`config.mk`:
```
export PLATFORM = sky130hd
export DESIGN_NAME = pie_frame_assembler
export DESIGN_NICKNAME = d
export VERILOG_FILES = /design/src/rtl/pie_pkg.sv /design/src/rtl/pie_symbol_timer.sv /design/src/rtl/pie_frame_assembler.sv
export SDC_FILE = /design/constraint.sdc
export NUM_CORES = 1
export LEC_CHECK = 0
export ABC_AREA = 0
export CAP_MARGIN = 20
export CORE_MARGIN = 4
export CORE_UTILIZATION = 45
export CTS_CLUSTER_SIZE = 20
export DETAILED_ROUTE_END_ITERATION = 12
export PLACE_DENSITY = 0.66
export SLEW_MARGIN = 20
export SYNTH_ARGS = -nofsm -noshare
export SYNTH_HDL_FRONTEND = slang
export SYNTH_SLANG_ARGS = --single-unit
```
`constraint.sdc`:
```
create_clock -name sclk_3mhz -period 2.9 [get_ports sclk_3mhz]
set_input_delay 0.435 -clock sclk_3mhz [delete_from_list [all_inputs] [get_ports sclk_3mhz]]
set_output_delay 0.435 -clock sclk_3mhz [all_outputs]
set_load 0.005 [all_outputs]
```
`src/rtl/pie_pkg.sv`:
```
`default_nettype none
// ============================================================================
// Module      : pie_pkg
// Description : Shared types and constants for the PIE frame assembler:
//               FSM state encoding, error_code values and the default sync
//               word.
// Revision    : 1.0 - initial release
// ============================================================================
package pie_pkg;

    typedef enum logic [0:0] {
        HUNT    = 1'b0,
        PAYLOAD = 1'b1
    } state_t;

    localparam logic [1:0] ERR_NONE     = 2'd0;
    localparam logic [1:0] ERR_TIMEOUT  = 2'd1;
    localparam logic [1:0] ERR_OVERFLOW = 2'd2;
    localparam logic [1:0] ERR_CONFLICT = 2'd3;

    localparam logic [7:0] DEFAULT_SYNC_WORD = 8'hA5;

endpackage
`default_nettype wire

```
`src/rtl/pie_symbol_timer.sv`:
```
`default_nettype none
// ============================================================================
// Module      : pie_symbol_timer
// Description : Saturating inter-symbol cycle counter. The count restarts
//               from 0 on every clear and otherwise climbs to
//               TIMEOUT_CYCLES-1, where it sticks.
// Ports       : sclk_3mhz  - system clock
//               reset      - synchronous active-high reset
//               i_clear    - a symbol strobe was seen this cycle
//               o_expired  - this cycle's edge brings the count to
//                            TIMEOUT_CYCLES-1 (single-cycle per idle run)
// Revision    : 1.0 - initial release
// ============================================================================
module pie_symbol_timer #(
    parameter int TIMEOUT_CYCLES = 64
) (
    input  logic sclk_3mhz,
    input  logic reset,
    input  logic i_clear,
    output logic o_expired
);

    localparam int c_CNT_W = $clog2(TIMEOUT_CYCLES);
    localparam logic [c_CNT_W-1:0] c_LIMIT     = c_CNT_W'(TIMEOUT_CYCLES - 1);
    localparam logic [c_CNT_W-1:0] c_PRE_LIMIT = c_CNT_W'(TIMEOUT_CYCLES - 2);

    logic [c_CNT_W-1:0] r_count;

    always_ff @(posedge sclk_3mhz) begin
        if (reset) begin
            r_count <= '0;
        end else if (i_clear) begin
            r_count <= '0;
        end else if (r_count != c_LIMIT) begin
            r_count <= r_count + c_CNT_W'(1);
        end
    end

    // Flagged one cycle early so the consumer's registered reaction lands on
    // the same edge at which the count actually reaches the limit. Once the
    // count has saturated this stays low, so each idle run fires only once.
    assign o_expired = !i_clear && (r_count == c_PRE_LIMIT);

endmodule
`default_nettype wire

```
`src/rtl/pie_frame_assembler.sv`:
```
`default_nettype none
// ============================================================================
// Module      : pie_frame_assembler
// Description : Consumes decoded PIE symbol strobes, hunts for a sync word,
//               then packs PAYLOAD_BYTES bytes MSB first into a one-deep
//               valid/ready output register. Reports frame completion and
//               aborts on symbol conflict, output overflow or timeout.
// Ports       : sclk_3mhz    - system clock
//               reset        - synchronous active-high reset
//               zero_detect  - one-cycle strobe, decoded symbol 0
//               one_detect   - one-cycle strobe, decoded symbol 1
//               byte_data    - assembled payload byte
//               byte_valid   - byte_data valid, held until accepted
//               byte_ready   - consumer accepts on byte_valid && byte_ready
//               frame_active - high while receiving payload
//               frame_done   - pulse when the last payload byte is loaded
//               frame_error  - pulse on frame abort
//               error_code   - 0 none, 1 timeout, 2 overflow, 3 conflict
// Revision    : 1.0 - initial release
// ============================================================================
module pie_frame_assembler
    import pie_pkg::*;
#(
    parameter logic [7:0] SYNC_WORD      = DEFAULT_SYNC_WORD,
    parameter int         PAYLOAD_BYTES  = 4,
    parameter int         TIMEOUT_CYCLES = 64
) (
    input  logic       sclk_3mhz,
    input  logic       reset,
    input  logic       zero_detect,
    input  logic       one_detect,
    output logic [7:0] byte_data,
    output logic       byte_valid,
    input  logic       byte_ready,
    output logic       frame_active,
    output logic       frame_done,
    output logic       frame_error,
    output logic [1:0] error_code
);

    localparam logic [3:0] c_LAST_BYTE = 4'(PAYLOAD_BYTES - 1);

    state_t     r_state;
    state_t     w_state_next;

    logic [7:0] r_sync_sr;
    logic [7:0] r_byte_sr;
    logic [2:0] r_bit_cnt;
    logic [3:0] r_byte_cnt;
    logic [7:0] r_byte_data;
    logic       r_byte_valid;
    logic       r_frame_done;
    logic       r_frame_error;
    logic [1:0] r_error_code;

    logic       w_sym;
    logic       w_conflict;
    logic       w_strobe;
    logic       w_bit;
    logic       w_expired;
    logic [7:0] w_sync_shift;
    logic [7:0] w_byte_shift;
    logic       w_sync_match;
    logic       w_load;
    logic       w_last_byte;
    logic       w_abort;
    logic [1:0] w_abort_code;
    logic       w_handshake;

    assign w_sym        = zero_detect ^ one_detect;
    assign w_conflict   = zero_detect & one_detect;
    assign w_strobe     = zero_detect | one_detect;
    assign w_bit        = one_detect;
    assign w_sync_shift = {r_sync_sr[6:0], w_bit};
    assign w_byte_shift = {r_byte_sr[6:0], w_bit};
    assign w_handshake  = r_byte_valid && byte_ready;

    // A conflicting strobe pair still counts as activity on the line.
    pie_symbol_timer #(
        .TIMEOUT_CYCLES (TIMEOUT_CYCLES)
    ) u_symbol_timer (
        .sclk_3mhz (sclk_3mhz),
        .reset     (reset),
        .i_clear   (w_strobe),
        .o_expired (w_expired)
    );

    always_ff @(posedge sclk_3mhz) begin
        if (reset) begin
            r_state <= HUNT;
        end else begin
            r_state <= w_state_next;
        end
    end

    always_comb begin
        w_state_next = r_state;
        w_sync_match = 1'b0;
        w_load       = 1'b0;
        w_last_byte  = 1'b0;
        w_abort      = 1'b0;
        w_abort_code = ERR_NONE;
        case (r_state)
            HUNT: begin
                if (w_sym && (w_sync_shift == SYNC_WORD)) begin
                    w_sync_match = 1'b1;
                    w_state_next = PAYLOAD;
                end
            end
            PAYLOAD: begin
                // Conflict, overflow and timeout are mutually exclusive in
                // practice; the if-chain order fixes the priority anyway.
                if (w_conflict) begin
                    w_abort      = 1'b1;
                    w_abort_code = ERR_CONFLICT;
                end else if (w_sym && (r_bit_cnt == 3'd7)) begin
                    if (r_byte_valid && !byte_ready) begin
                        w_abort      = 1'b1;
                        w_abort_code = ERR_OVERFLOW;
                    end else begin
                        w_load = 1'b1;
                        if (r_byte_cnt == c_LAST_BYTE) begin
                            w_last_byte  = 1'b1;
                            w_state_next = HUNT;
                        end
                    end
                end else if (w_expired) begin
                    w_abort      = 1'b1;
                    w_abort_code = ERR_TIMEOUT;
                end
                if (w_abort) begin
                    w_state_next = HUNT;
                end
            end
            default: w_state_next = HUNT;
        endcase
    end

    always_ff @(posedge sclk_3mhz) begin
        if (reset) begin
            r_sync_sr     <= '0;
            r_byte_sr     <= '0;
            r_bit_cnt     <= '0;
            r_byte_cnt    <= '0;
            r_byte_data   <= '0;
            r_byte_valid  <= 1'b0;
            r_frame_done  <= 1'b0;
            r_frame_error <= 1'b0;
            r_error_code  <= ERR_NONE;
        end else begin
            r_frame_done  <= w_last_byte;
            r_frame_error <= w_abort;

            // The sync register is left at zero whenever the FSM leaves HUNT,
            // so returning from PAYLOAD always starts a fresh hunt.
            if (r_state == HUNT) begin
                if (w_conflict || w_expired || w_sync_match) begin
                    r_sync_sr <= '0;
                end else if (w_sym) begin
                    r_sync_sr <= w_sync_shift;
                end
            end

            if (w_sync_match || w_abort) begin
                r_byte_sr <= '0;
                r_bit_cnt <= '0;
            end else if ((r_state == PAYLOAD) && w_sym) begin
                r_byte_sr <= w_byte_shift;
                r_bit_cnt <= r_bit_cnt + 3'd1;
            end

            if (w_sync_match) begin
                r_byte_cnt <= '0;
            end else if (w_load) begin
                r_byte_cnt <= r_byte_cnt + 4'd1;
            end

            // Loading bypasses byte_sr so byte_valid rises one cycle after
            // the 8th strobe; an overflow leaves the held byte untouched.
            if (w_load) begin
                r_byte_data  <= w_byte_shift;
                r_byte_valid <= 1'b1;
            end else if (w_handshake) begin
                r_byte_valid <= 1'b0;
            end

            if (w_sync_match) begin
                r_error_code <= ERR_NONE;
            end else if (w_abort) begin
                r_error_code <= w_abort_code;
            end
        end
    end

    assign byte_data    = r_byte_data;
    assign byte_valid   = r_byte_valid;
    assign frame_active = (r_state == PAYLOAD);
    assign frame_done   = r_frame_done;
    assign frame_error  = r_frame_error;
    assign error_code   = r_error_code;

endmodule
`default_nettype wire
```
==> flow_summary_export.csv <==
group,metric,value,unit
grt,grt_pass1_vias,1433,
sta,fin_crit_sh,83.2,%
clock_network,cts_tree,"done",
power,p_sw_share,23.0,%
clock_network,cts_resized,0,
sta,fmax,415,MHz
route,drt_iter0_markers,94,
floorplanning,die_w,71.5,µm
logic_synthesis,syn-cell-area,1810,µm²
grt,grt_usage,15.8,%
final_layout,area_growth,17.5,%
worst_setup_path,startpoint_type,"input pin",
sta,period_needed,2.41,ns
logic_synthesis,syn_avg_cell_area,9.02,µm²
worst_setup_path,critPathArrivalTime,2.64,ns
worst_setup_path,r2r_setup_slack,0.91,ns
power,power_frac_seq,58.1,%
worst_setup_path,critical_path_class,"in -> reg",
logic_synthesis,synthArstFlopShare,0,%
logic_synthesis,yosysUniqueCellTypes,36,
worst_hold_path,hold_end,"byte_data[5]$_SDFFE_PP0P_",
sta,slew_headroom,52.4,%
clock_network,cts_buffers,5,
power,p_leak,0.754,nW
clock_network,cts.path.max_buffers,2,
floorplanning,num_rows,22,
sta,worst_pin_slew,0.713,ns
sta,setup_violations,0,
route,firstDrtPassIters,6,
final_layout,fin_cells,271,
sta,rsz0062_at_grt,"no",
worst_setup_path,reg2reg_to,"r_sync_sr[3]$_SDFFE_PP0P_",
grt,grt_pass1_wl,6470,µm
worst_hold_path,worstHoldPathCells,2,
clock_network,clock_latency,0.29,ns
logic_synthesis,yosys.area.top_type,"dfxtp_1",
clock_network,htreeDepth,2,
logic_synthesis,synth_seq_area_share,45.3,%
logic_synthesis,synth.top_cell.area_share,45.3,%
final_layout,drive_gt1_share,12.6,%
worst_setup_path,path_delay_family,"compound AO/OA/AOI/OAI gates",
worst_setup_path,crit_buf_inv,3,
final_layout,final_cell_mix,"dfxtp_1 (41), nand2_1 (34), clkdlybuf4s50_1 (18), a21oi_1 (14), nand3_1 (13)",
logic_synthesis,yosys-top-cells-area,"dfxtp_1 (45%), nand2_1 (7.0%), ha_1 (4.8%)",
floorplanning,die_area,5110,µm²
route,wl,3810,µm
final_layout,n_antenna_cell,0,
logic_synthesis,yosysWarnings,0,
power,p_int,0.000751,W
clock_network,hold_buffers,0,
power,powerDensity,458,nW/µm²
power,p_comb_share,5.5,%
route,drc_errors,0,
final_layout,final_nets,234,
final_layout,final_common_cell,"dfxtp_1",
worst_setup_path,r2r_start,"frame_active$_SDFF_PP0_",
power,ir_drop,0.000318,V
power,p_clk_share,36.4,%
power,p_sw,0.000225,W
worst_setup_path,cp_cell_sequence,"clkdlybuf4s50_1 > inv_1 > ha_1 > buf_4 > nand2_1 > a311o_1 > a21o_1 > a21oi_2",
clock_network,cts-root-buf,"clkbuf_8",
clock_network,cts.sinks,41,
route,ant_nets,0,
floorplanning,io_pins,19,
place,gp_congestion,0.818,
worst_setup_path,cp_max_fo,11,
logic_synthesis,synth_flop_cell,"dfxtp_1",
sta,hold_viol,0,
worst_setup_path,worstRegToRegCells,5,
clock_network,postCtsSetupBuffers,0,
route,vias,1484,
logic_synthesis,ys_seq_elements,41,
worst_setup_path,cp_slowest_cell,"clkdlybuf4s50_1",
sta,tns,0,ns
worst_hold_path,hp-start,"byte_data[5]$_SDFFE_PP0P_",
grt,grt_start_max_net_pins,23,
final_layout,n_fill_cell,337,
place,numPortBuffers,18,
final_layout,utilization,56.5,%
floorplanning,core-area,3770,µm²
sta,skew,0.00789,ns
worst_setup_path,critPathRequiredTime,3.13,ns
worst_setup_path,max_stage_delay,0.48,ns
logic_synthesis,synth_cells,201,
run_status,status,"finished, final reports clean",
place,dp_hpwl,2800,µm
route,wl_per_cell,14.1,µm
grt,antenna_found_initial,0,
run,cap_violations,0,
worst_setup_path,critical_path.endpoint_type,"flop",
route,viasPerCell,5.48,
logic_synthesis,syn_nets,213,
logic_synthesis,synth_edf_count,0,
floorplanning,initial_core_util,48.1,%
worst_hold_path,min_path_type,"reg -> reg",
floorplanning,die_y,71.5,µm
grt,grt-ovfl-total,0,
clock_network,path_clk_slew,0.08,ns
sta,timing.final.max_slew_violations,0,
worst_setup_path,crit_cells,8,
place,dp_cells,263,
-- state kept, by name (all words and copies together), names as in the netlist --
signal	flops
r_sync_sr	7
frame_done	1
frame_error	1
byte_valid	1
error_code	2
r_byte_sr	7
r_bit_cnt	3
r_byte_cnt	4
frame_active	1
u_symbol_timer.r_count	6
byte_data	8
-- kinds of logic (layout without fill, tap and decap cells) --
logic type | after synthesis | in the layout | synth area share (%)
AOI/OAI and AO/OA | 38 | 38 | 16.4
xor gates and xnor gates | 6 | 6 | 2.90
adders and majority gates | 7 | 7 | 4.83
buffers and inverters | 15 | 37 | 4.07
DFF | 41 | 41 | 45.3
and+or+nand+nor | 94 | 94 | 26.5
-- final cells by class --
class | instances | area (µm²) | share of cell area [%]
Timing Repair Buffer | 24 | 225 | 10.6
Inverter | 5 | 18.8 | 0.881
Tap cell | 48 | 60.1 | 2.82
Clock buffer | 5 | 68.8 | 3.23
Clock inverter | 3 | 17.5 | 0.823
Sequential cell | 41 | 821 | 38.5
Multi-Input combinational cell | 145 | 918 | 43.1
-- how the worst max path moves through the flow --
stage	from	to	slack, ns
final	zero_detect	r_bit_cnt[2]$_SDFFE_PP0P_	0.49
after global routing	zero_detect	r_bit_cnt[0]$_SDFFE_PP0P_	0.34
after CTS	zero_detect	r_bit_cnt[0]$_SDFFE_PP0P_	0.48
after detailed placement	zero_detect	r_bit_cnt[0]$_SDFFE_PP0P_	0.19
after global placement	zero_detect	r_bit_cnt[0]$_SDFFE_PP0P_	0.27
after floorplan	zero_detect	r_bit_cnt[1]$_SDFFE_PP0P_	1.07
-- Yosys cell counts, types with 4 or more instances --
master	count
dfxtp_1	41
nor3_1	8
nand3_1	13
a21oi_1	14
nor2_1	12
clkbuf_1	6
inv_1	5
xnor2_1	4
a22o_1	4
nand2_1	34
ha_1	7
a21oi_2	9
and3_1	7
-- power by group through the flow --
stage	clock, W	combinational (W)	sequential [W]
floorplan	0	0.0000372	0.000579
global placement	0	0.0000514	0.000580
detailed placement	0	0.0000525	0.000580
CTS	0.000366	0.0000529	0.000567
global route	0.000387	0.0000584	0.000567
finish	0.000355	0.0000532	0.000567
-- metrics by stage --
stage | setup slack [ns] | instance area (µm²) | total power [W] | hold WS, ns
detailed placement | 0.188 | 2040 | 0.000632 | 0.450
floorplan | 1.07 | 1810 | 0.000616 | 0.432
global route | 0.338 | 2130 | 0.00101 | 0.480
global placement | 0.272 | 2040 | 0.000631 | 0.446
finish | 0.488 | 2130 | 0.000975 | 0.458
CTS | 0.481 | 2130 | 0.000986 | 0.461
-- worst register-to-register path: stages (launching register included) --
cell,delay [ns]
dfxtp_1,0.78
nand2b_1,0.32
o31ai_4,0.15
buf_4,0.18
nor4_2,0.32
a22o_1,0.20
-- per-layer routing --
metal  share of wire, %  track usage [%]  vias to the layer above
met1                 48             20.7                      696
met3                5.2             5.89                        6
met2                 46             24.0                       37
met4                1.2             5.01                        0
met5                  0                0                        -
li1                   -                -                      745
No activity file was read; power rests on OpenSTA's default activity.
